===== src/rtl/pipeline_ctrl_pkg.sv =====
// Shared definitions for the pipeline hazard and sequencing controller:
// FSM state encodings, the default memory timeout, and the polarities of
// the reset input and of the stall/flush control outputs.
package pipeline_ctrl_pkg;

    typedef enum logic [1:0] {
        PLCTRL_RUN      = 2'd0,
        PLCTRL_MEM_WAIT = 2'd1,
        PLCTRL_ERR      = 2'd2
    } plctrl_state_e;

    localparam int PLCTRL_MEM_TIMEOUT = 16;

    // Active level of the reset input.
    localparam logic RESET_ENABLE   = 1'b1;
    // Level that requests a flush or bubble on the stage registers.
    localparam logic PLFLUSH_ENABLE = 1'b1;
    // Level that holds the PC.
    localparam logic PC_STOP_ENABLE = 1'b1;

endpackage


===== src/rtl/pipeline_ctrl_perf_sat_cnt.sv =====
// Saturating event counter used for the pipeline performance statistics.
// It counts cycles with inc_i high and sticks at all-ones instead of wrapping.
module perf_sat_cnt
    import pipeline_ctrl_pkg::*;
#(
    parameter int CNT_W = 16
) (
    input  logic             clk_i,
    input  logic             rst_i,
    input  logic             inc_i,
    output logic [CNT_W-1:0] cnt_o
);

    logic [CNT_W-1:0] r_cnt;

    // Clear on reset, otherwise advance on each event until the count is full.
    always_ff @(posedge clk_i) begin
        if (rst_i == RESET_ENABLE) begin
            r_cnt <= '0;
        end else if (inc_i && (r_cnt != {CNT_W{1'b1}})) begin
            r_cnt <= r_cnt + CNT_W'(1);
        end
    end

    assign cnt_o = r_cnt;

endmodule


===== src/rtl/pipeline_ctrl.sv =====
// Central hazard and sequencing controller for the five-stage core.
// Decides each cycle whether the front end stalls, whether a bubble enters
// D/E, whether a taken branch flushes IF/ID and D/E, and freezes the whole
// pipeline while a memory access is outstanding. A memory access that never
// completes leads to a sticky error state that only reset leaves.
module pipeline_ctrl
    import pipeline_ctrl_pkg::*;
#(
    parameter int MEM_TIMEOUT = PLCTRL_MEM_TIMEOUT,
    parameter int CNT_W       = 16
) (
    input  logic             clk_i,
    input  logic             rst_i,
    input  logic [4:0]       rs1_d_i,
    input  logic [4:0]       rs2_d_i,
    input  logic             rs1_used_d_i,
    input  logic             rs2_used_d_i,
    input  logic [4:0]       rd_e_i,
    input  logic             RegWEn_e_i,
    input  logic             load_e_i,
    input  logic             branch_taken_e_i,
    input  logic             mem_req_m_i,
    input  logic             mem_ack_m_i,
    output logic             pc_stop_o,
    output logic             fd_stall_o,
    output logic             fd_flush_o,
    output logic             de_flush_o,
    output logic             de_nop_o,
    output logic             freeze_o,
    output logic             err_o,
    output logic [CNT_W-1:0] stall_cnt_o,
    output logic [CNT_W-1:0] flush_cnt_o
);

    localparam int WAIT_W = $clog2(MEM_TIMEOUT + 1);
    localparam logic [WAIT_W-1:0] WAIT_LIMIT = WAIT_W'(MEM_TIMEOUT);

    plctrl_state_e     r_state;
    logic [WAIT_W-1:0] r_waitCnt;
    logic              r_err;

    plctrl_state_e     w_nextState;
    logic [WAIT_W-1:0] w_nextWait;
    logic              w_setErr;
    logic              w_reset;
    logic              w_luh;
    logic              w_pcStop;
    logic              w_fdStall;
    logic              w_fdFlush;
    logic              w_deFlush;
    logic              w_deNop;
    logic              w_freeze;

    assign w_reset = (rst_i == RESET_ENABLE);

    // A load in execute whose destination is read by the decode instruction
    // cannot forward in time; x0 is never a real dependency.
    assign w_luh = load_e_i && RegWEn_e_i && (rd_e_i != 5'd0) &&
                   ((rs1_used_d_i && (rs1_d_i == rd_e_i)) ||
                    (rs2_used_d_i && (rs2_d_i == rd_e_i)));

    // Mealy control decode: one action per cycle chosen by state and inputs,
    // with every control output forced inactive while reset is asserted.
    always_comb begin
        w_nextState = r_state;
        w_nextWait  = r_waitCnt;
        w_setErr    = 1'b0;
        w_pcStop    = 1'b0;
        w_fdStall   = 1'b0;
        w_fdFlush   = 1'b0;
        w_deFlush   = 1'b0;
        w_deNop     = 1'b0;
        w_freeze    = 1'b0;

        case (r_state)
            PLCTRL_RUN: begin
                if (mem_req_m_i && !mem_ack_m_i) begin
                    w_freeze    = 1'b1;
                    w_pcStop    = 1'b1;
                    w_fdStall   = 1'b1;
                    w_nextState = PLCTRL_MEM_WAIT;
                    w_nextWait  = WAIT_W'(1);
                end else if (branch_taken_e_i) begin
                    w_fdFlush = 1'b1;
                    w_deFlush = 1'b1;
                end else if (w_luh) begin
                    w_pcStop  = 1'b1;
                    w_fdStall = 1'b1;
                    w_deNop   = 1'b1;
                end
            end
            PLCTRL_MEM_WAIT: begin
                if (mem_ack_m_i) begin
                    w_nextState = PLCTRL_RUN;
                    w_nextWait  = '0;
                end else if (r_waitCnt == WAIT_LIMIT) begin
                    w_freeze    = 1'b1;
                    w_pcStop    = 1'b1;
                    w_fdStall   = 1'b1;
                    w_setErr    = 1'b1;
                    w_nextState = PLCTRL_ERR;
                end else begin
                    w_freeze   = 1'b1;
                    w_pcStop   = 1'b1;
                    w_fdStall  = 1'b1;
                    w_nextWait = r_waitCnt + WAIT_W'(1);
                end
            end
            PLCTRL_ERR: begin
                w_freeze  = 1'b1;
                w_pcStop  = 1'b1;
                w_fdStall = 1'b1;
            end
            default: begin
                w_nextState = PLCTRL_RUN;
                w_nextWait  = '0;
            end
        endcase

        if (w_reset) begin
            w_pcStop  = 1'b0;
            w_fdStall = 1'b0;
            w_fdFlush = 1'b0;
            w_deFlush = 1'b0;
            w_deNop   = 1'b0;
            w_freeze  = 1'b0;
        end
    end

    // State, wait counter and the sticky error flag.
    always_ff @(posedge clk_i) begin
        if (w_reset) begin
            r_state   <= PLCTRL_RUN;
            r_waitCnt <= '0;
            r_err     <= 1'b0;
        end else begin
            r_state   <= w_nextState;
            r_waitCnt <= w_nextWait;
            r_err     <= r_err | w_setErr;
        end
    end

    assign pc_stop_o  = w_pcStop  ? PC_STOP_ENABLE : ~PC_STOP_ENABLE;
    assign fd_stall_o = w_fdStall;
    assign fd_flush_o = w_fdFlush ? PLFLUSH_ENABLE : ~PLFLUSH_ENABLE;
    assign de_flush_o = w_deFlush ? PLFLUSH_ENABLE : ~PLFLUSH_ENABLE;
    assign de_nop_o   = w_deNop   ? PLFLUSH_ENABLE : ~PLFLUSH_ENABLE;
    assign freeze_o   = w_freeze;
    assign err_o      = r_err;

    perf_sat_cnt #(
        .CNT_W (CNT_W)
    ) u_stallCnt (
        .clk_i (clk_i),
        .rst_i (rst_i),
        .inc_i (w_pcStop),
        .cnt_o (stall_cnt_o)
    );

    perf_sat_cnt #(
        .CNT_W (CNT_W)
    ) u_flushCnt (
        .clk_i (clk_i),
        .rst_i (rst_i),
        .inc_i (w_fdFlush),
        .cnt_o (flush_cnt_o)
    );

endmodule


===== config.mk =====
export PLATFORM = sky130hd
export DESIGN_NAME = pipeline_ctrl
export DESIGN_NICKNAME = d
export VERILOG_FILES = /design/src/rtl/pipeline_ctrl_pkg.sv /design/src/rtl/pipeline_ctrl_perf_sat_cnt.sv /design/src/rtl/pipeline_ctrl.sv
export SDC_FILE = /design/constraint.sdc
export NUM_CORES = 1
export LEC_CHECK = 0
export ABC_CLOCK_PERIOD_IN_PS = 6700
export BUFFER_PORTS_ARGS = -buffer_cell sky130_fd_sc_hd__buf_2
export CAP_MARGIN = 20
export CORE_MARGIN = 4
export CORE_UTILIZATION = 50
export DETAILED_ROUTE_END_ITERATION = 8
export PLACE_DENSITY = 0.87
export SYNTH_ARGS = -nofsm -noshare
export SYNTH_HDL_FRONTEND = slang
export SYNTH_SLANG_ARGS = --single-unit

===== constraint.sdc =====
create_clock -name clk_i -period 6.7 [get_ports clk_i]
set_clock_uncertainty 0.2 [all_clocks]
set_input_delay 0.335 -clock clk_i [delete_from_list [all_inputs] [get_ports clk_i]]
set_output_delay 0.335 -clock clk_i [all_outputs]
set_load 0.05 [all_outputs]

Word level (Yosys, flattened, before mapping)

Cells that the tools add are included.
Widths: inputs -> output; s select.

Flip-flop bits (word level): 40
Output and inout port bits: 39

$add $sub $neg: 3
Equality and inequality tests: 10
Multiplexer cells: 30
Bitwise logic cells: 2
Reductions and logical operators: 14

Operator list:

| kind                  | count |
|---|---|
| $add 16x1->16 const B | 2 |
| $ne 16x16->1 const B  | 2 |
| $mux 1                | 20 |
| $mux 5                | 3 |
| $pmux 5 s3            | 1 |
| $eq 5x5->1            | 2 |
| $logic_and 1x1->1     | 8 |
| $mux 2                | 3 |
| $ne 3x3->1 const B    | 2 |
| $pmux 1 s3            | 2 |
| $pmux 2 s3            | 1 |
| $reduce_and 3->1      | 2 |
| $add 5x1->5 const B   | 1 |
| $eq 5x5->1 const B    | 1 |
| $reduce_bool 5->1     | 1 |
| $eq 2x1->1 const B    | 1 |
| $eq 2x2->1 const B    | 1 |
| $logic_not 2->1       | 1 |
| $ne 2x2->1 const B    | 1 |
| $logic_not 1->1       | 1 |
| $logic_or 1x1->1      | 1 |
| $not 1->1             | 1 |
| $or 1x1->1            | 1 |

Logic depth before layout (Yosys ltp)

Word-level depth: 10
Mapped depth: 9
Gate-level depth less buffers: 7

Hierarchy

Synthesis repeated with hierarchy kept, for this count alone.

Cell total of the unflattened synthesis: 271
Area, all modules: 2301.0 µm²

By module, submodules not included:

| module        | instances | cells an instance | area each (µm²) | seq. area each (µm²) |
|---|---|---|---|---|
| perf_sat_cnt  | 2         | 99                | 848.3           | 320.3 |
| pipeline_ctrl | 1         | 73                | 604.3           | 160.2 |

Worst setup path after synthesis

No wires, ideal clock.

Kind: flip-flop to output port
Start: register r_state[1]
End: output port pc_stop_o
Arrival time: 2.285 ns
Slack: 3.880 ns
Cell stages (with the launch flop): 7
Path buffers: 1
Cells stage by stage: dfxtp_1 -> nor2_4 -> o21ai_1 -> a21oi_1 -> a21oi_1 -> inv_1 -> buf_4

Cells in the longest elaborated chain, start to end: 4

Ends and longest elaborated chain:

| element                                  | line                 | source |
|---|---|---|
| start: declaration                       | pipeline_ctrl.sv:38  | `plctrl_state_e r_state;` |
| start signal: assignment                 | pipeline_ctrl.sv:137 | `r_state <= w_nextState;` |
| $eq 2x2->1, or another cell as far along | --                   |  |
| $pmux 1 s3 *                             | --                   |  |
| $mux 1 *                                 | --                   |  |
| via fd_stall_o                           | pipeline_ctrl.sv:25  | `output logic fd_stall_o,` |
| $mux 1 *                                 | pipeline_ctrl.sv:143 | `assign pc_stop_o = w_pcStop ? PC_STOP_ENABLE : ~PC_STOP_ENABLE;` |
| end: declaration                         | pipeline_ctrl.sv:24  | `output logic pc_stop_o,` |

Mark *: on every way through the listed nets, which the timed path passes. The rest lies on a longest branch.

Final worst setup path

Start: register u_stallCnt.r_cnt[0], in the netlist u_stallCnt.cnt_o[0]
End: register u_stallCnt.r_cnt[4], in the netlist u_stallCnt.cnt_o[4]

Cells in the longest elaborated chain, start to end: 2

Ends and longest elaborated chain:

| element                                               | line                             | source |
|---|---|---|
| start: declaration                                    | pipeline_ctrl_perf_sat_cnt.sv:14 | `logic [CNT_W-1:0] r_cnt;` |
| start signal: assignment                              | pipeline_ctrl_perf_sat_cnt.sv:21 | `r_cnt <= r_cnt + CNT_W'(1);` |
| branches (longest 2 deep; another with $add 16x1->16) | --                               |  |

Parallel ways; which one is timed is not known.
A chain may end at the register's enable or synchronous reset.

==> impl_metrics.tcl <==
set metrics [dict create \
    synth_top_cell_area_share_pct 36.72 \
    hold_class "in2reg" \
    required_ps 6720 \
    grt.overflow.total 0 \
    reg2regPathDepth 7 \
    fill_cells 382 \
    drt-total-wl_um 5129 \
    ys_seq_area_share_pct 36.72 \
    drc_errors 0 \
    io_buffers 62 \
    grt_start_max_net_pins 42 \
    initial_utilization_pct 52.99 \
    crit_type "reg2reg" \
    critPathMaxFanout 26 \
    final-max-slew-violation-count 0 \
    post_cts_buffers 0 \
    drt_iter0_markers 144 \
    tns_ps 0 \
    rsz0062_at_grt "no" \
    design_area_um2 2600 \
    grt_pass1_vias 1929 \
    die_area_um2 5483 \
    routabilityCongestion 0.7866 \
    yosys.cell_types.count 49 \
    ir_worst_vdd_v 0.0001349 \
    fin_ws_ps 4037 \
    fp.coreArea_um2 4115 \
    cp-startpoint "u_stallCnt.cnt_o[0]" \
    cts_tree "built" \
    yosysWarnings 0 \
    synth.avg_cell_area_um2 8.486 \
    nets 345 \
    final-hold-violation-count 0 \
    r2r-end "u_stallCnt.cnt_o[4]" \
    cts_buffer_depth 2 \
    pin_count 63 \
    r2r-start "u_stallCnt.cnt_o[0]" \
    wire_per_inst_um 13.94 \
    register_area_um2 800.8 \
    synth-edff-count 0 \
    ant_nets 0 \
    cp.arrival_ps 2680 \
    period_needed_ps 2663 \
    hold_start "mem_ack_m_i" \
    startpoint_type "flip-flop" \
    cts_resized 0 \
    setup_viol 0 \
    insertion_delay_ps 290 \
    multi_input_area_um2 1277 \
    p_total_w 0.0004873 \
    synthTopCellsByArea "dfxtp_1 (37%), a21oi_1 (5.7%), xnor2_1 (5.2%)" \
    hold_end "err_o" \
    clk_pin_slew_ps 80 \
    synth_seq_cells 40 \
    grt_util_all_layers_pct 19.23 \
    antenna_found_initial 0 \
    cts_buffers 5 \
    finalCritPeriodShare_pct 39.75 \
    hpwl_um 3782 \
    dieHeight_um 74.05 \
    grt_first_pass_wirelength_um 8431 \
    timing.fmax_mhz 375.5 \
    die_w_um 74.05 \
    synth_flop_cell "dfxtp_1" \
    diodes 0 \
    status "complete, no violations" \
    synthArstFlopShare_pct 0 \
    synthCells 257 \
    relSlewSlack_pct 51.19 \
    place_area_um2 2492 \
    post-place-ws_ps 4027 \
    first_pass_iters 4 \
    r2r_slack_ps 4040 \
    clkSinkCount 40 \
    cts-root-buf "clkbuf_8" \
    power_density_nw_per_um2 187.4 \
    post_route_cells_drive_above_1_share_pct 26.10 \
    via_per_inst 5.565 \
    synthToLayoutAreaGrowth_pct 19.22 \
    leakagePower_nw 1.061 \
    cp-end-kind "flip-flop" \
    cts_hold_buf 0 \
    yosysTopAreaCell "dfxtp_1" \
    whs_path_depth 4 \
    route.vias.total 2048 \
    worst_pin_slew_ps 727.2 \
    htree_levels 2 \
    synth_common_cells "dfxtp_1 (40), a21oi_1 (25), nor2_1 (22), nand2_1 (20), or3_1 (16)" \
    std_cell_rows 23 \
    syn-num-nets 285 \
    maxCapViolations 0 \
    synth_area_um2 2181 \
    synth_most_common_cell "dfxtp_1" \
]
-- stage by stage --
stage / util, % / hold slack, ps / std cells
4_1_cts: 63.18 / 189.4 / 368
6_report: 63.18 / 193.7 / 368
3_3_place_gp: 60.57 / 238.2 / 360
3_5_place_dp: 60.57 / 239.3 / 360
2_1_floorplan: - / 270.6 / 257
5_1_grt: 63.18 / 222.0 / 368
-- routing by layer --
| layer | vias up | GRT usage [%] | share of wire, % |
|---|---|---|---|
| met5 | - | 0 | 0 |
| met4 | 0 | 7.042 | 1.2 |
| met3 | 6 | 4.459 | 7.5 |
| met2 | 64 | 33.56 | 49 |
| met1 | 940 | 22.95 | 42 |
| li1 | 1038 | - | - |
-- placed cells by master (no fill, tap or decap), drive strengths merged, types with 3 or more instances in the layout --
master,Yosys,final
nand4,12,12
ha,4,4
nand3,14,14
xor2,12,12
inv,11,11
xnor2,13,13
or4,3,3
clkbuf,4,6
nor2,24,24
o21ai,18,18
buf,5,62
or3,16,16
nand2,21,21
dfxtp,40,40
and3,6,6
a21oi,25,25
a31oi,3,3
-- where the power goes --
part           internal [W]  switching, W
clock              0.000111     0.0000842
combinational     0.0000181     0.0000316
sequential         0.000240    0.00000321
-- worst max-delay path, stage by stage (launching register included) --
cell	delay (ps)
dfxtp_1	470
ha_1	280
nand3_1	180
nor4_4	410
a221oi_2	130
a31oi_4	560
o21ai_0	210
a21oi_1	160
-- final cells by class --
cell class	instances	area share, %
tap	50	2.406
clock inverter	2	1.347
inverter	11	1.588
timing repair buffer	62	11.93
sequential	40	30.80
clock buffer	6	2.791
multi-input combinational	197	49.13
-- registers in the layout (all words and copies together), names as in the netlist --
signal,cells
u_flushCnt.cnt_o,16
u_stallCnt.cnt_o,16
r_waitCnt,5
r_state,2
err_o,1
-- worst max path at each step --
stage,end,cells past startpoint
2_1_floorplan,pc_stop_o,6
3_3_place_gp,u_stallCnt.cnt_o[1],7
3_5_place_dp,u_stallCnt.cnt_o[8],6
4_1_cts,u_stallCnt.cnt_o[1],7
5_1_grt,u_stallCnt.cnt_o[6],7
6_report,u_stallCnt.cnt_o[4],7
-- logic make-up (layout without fill, tap and decap cells) --
logic type / Yosys count / in the layout / synth area share [%]
simple gates: 110 / 110 / 29.49
compound gates: 55 / 55 / 15.32
flops: 40 / 40 / 36.72
xor+xnor: 25 / 25 / 10.04
buf+inv: 20 / 81 / 4.704
fa+ha+maj: 4 / 4 / 2.295
mux: 3 / 3 / 1.434
(Power assumes the default switching activity.)
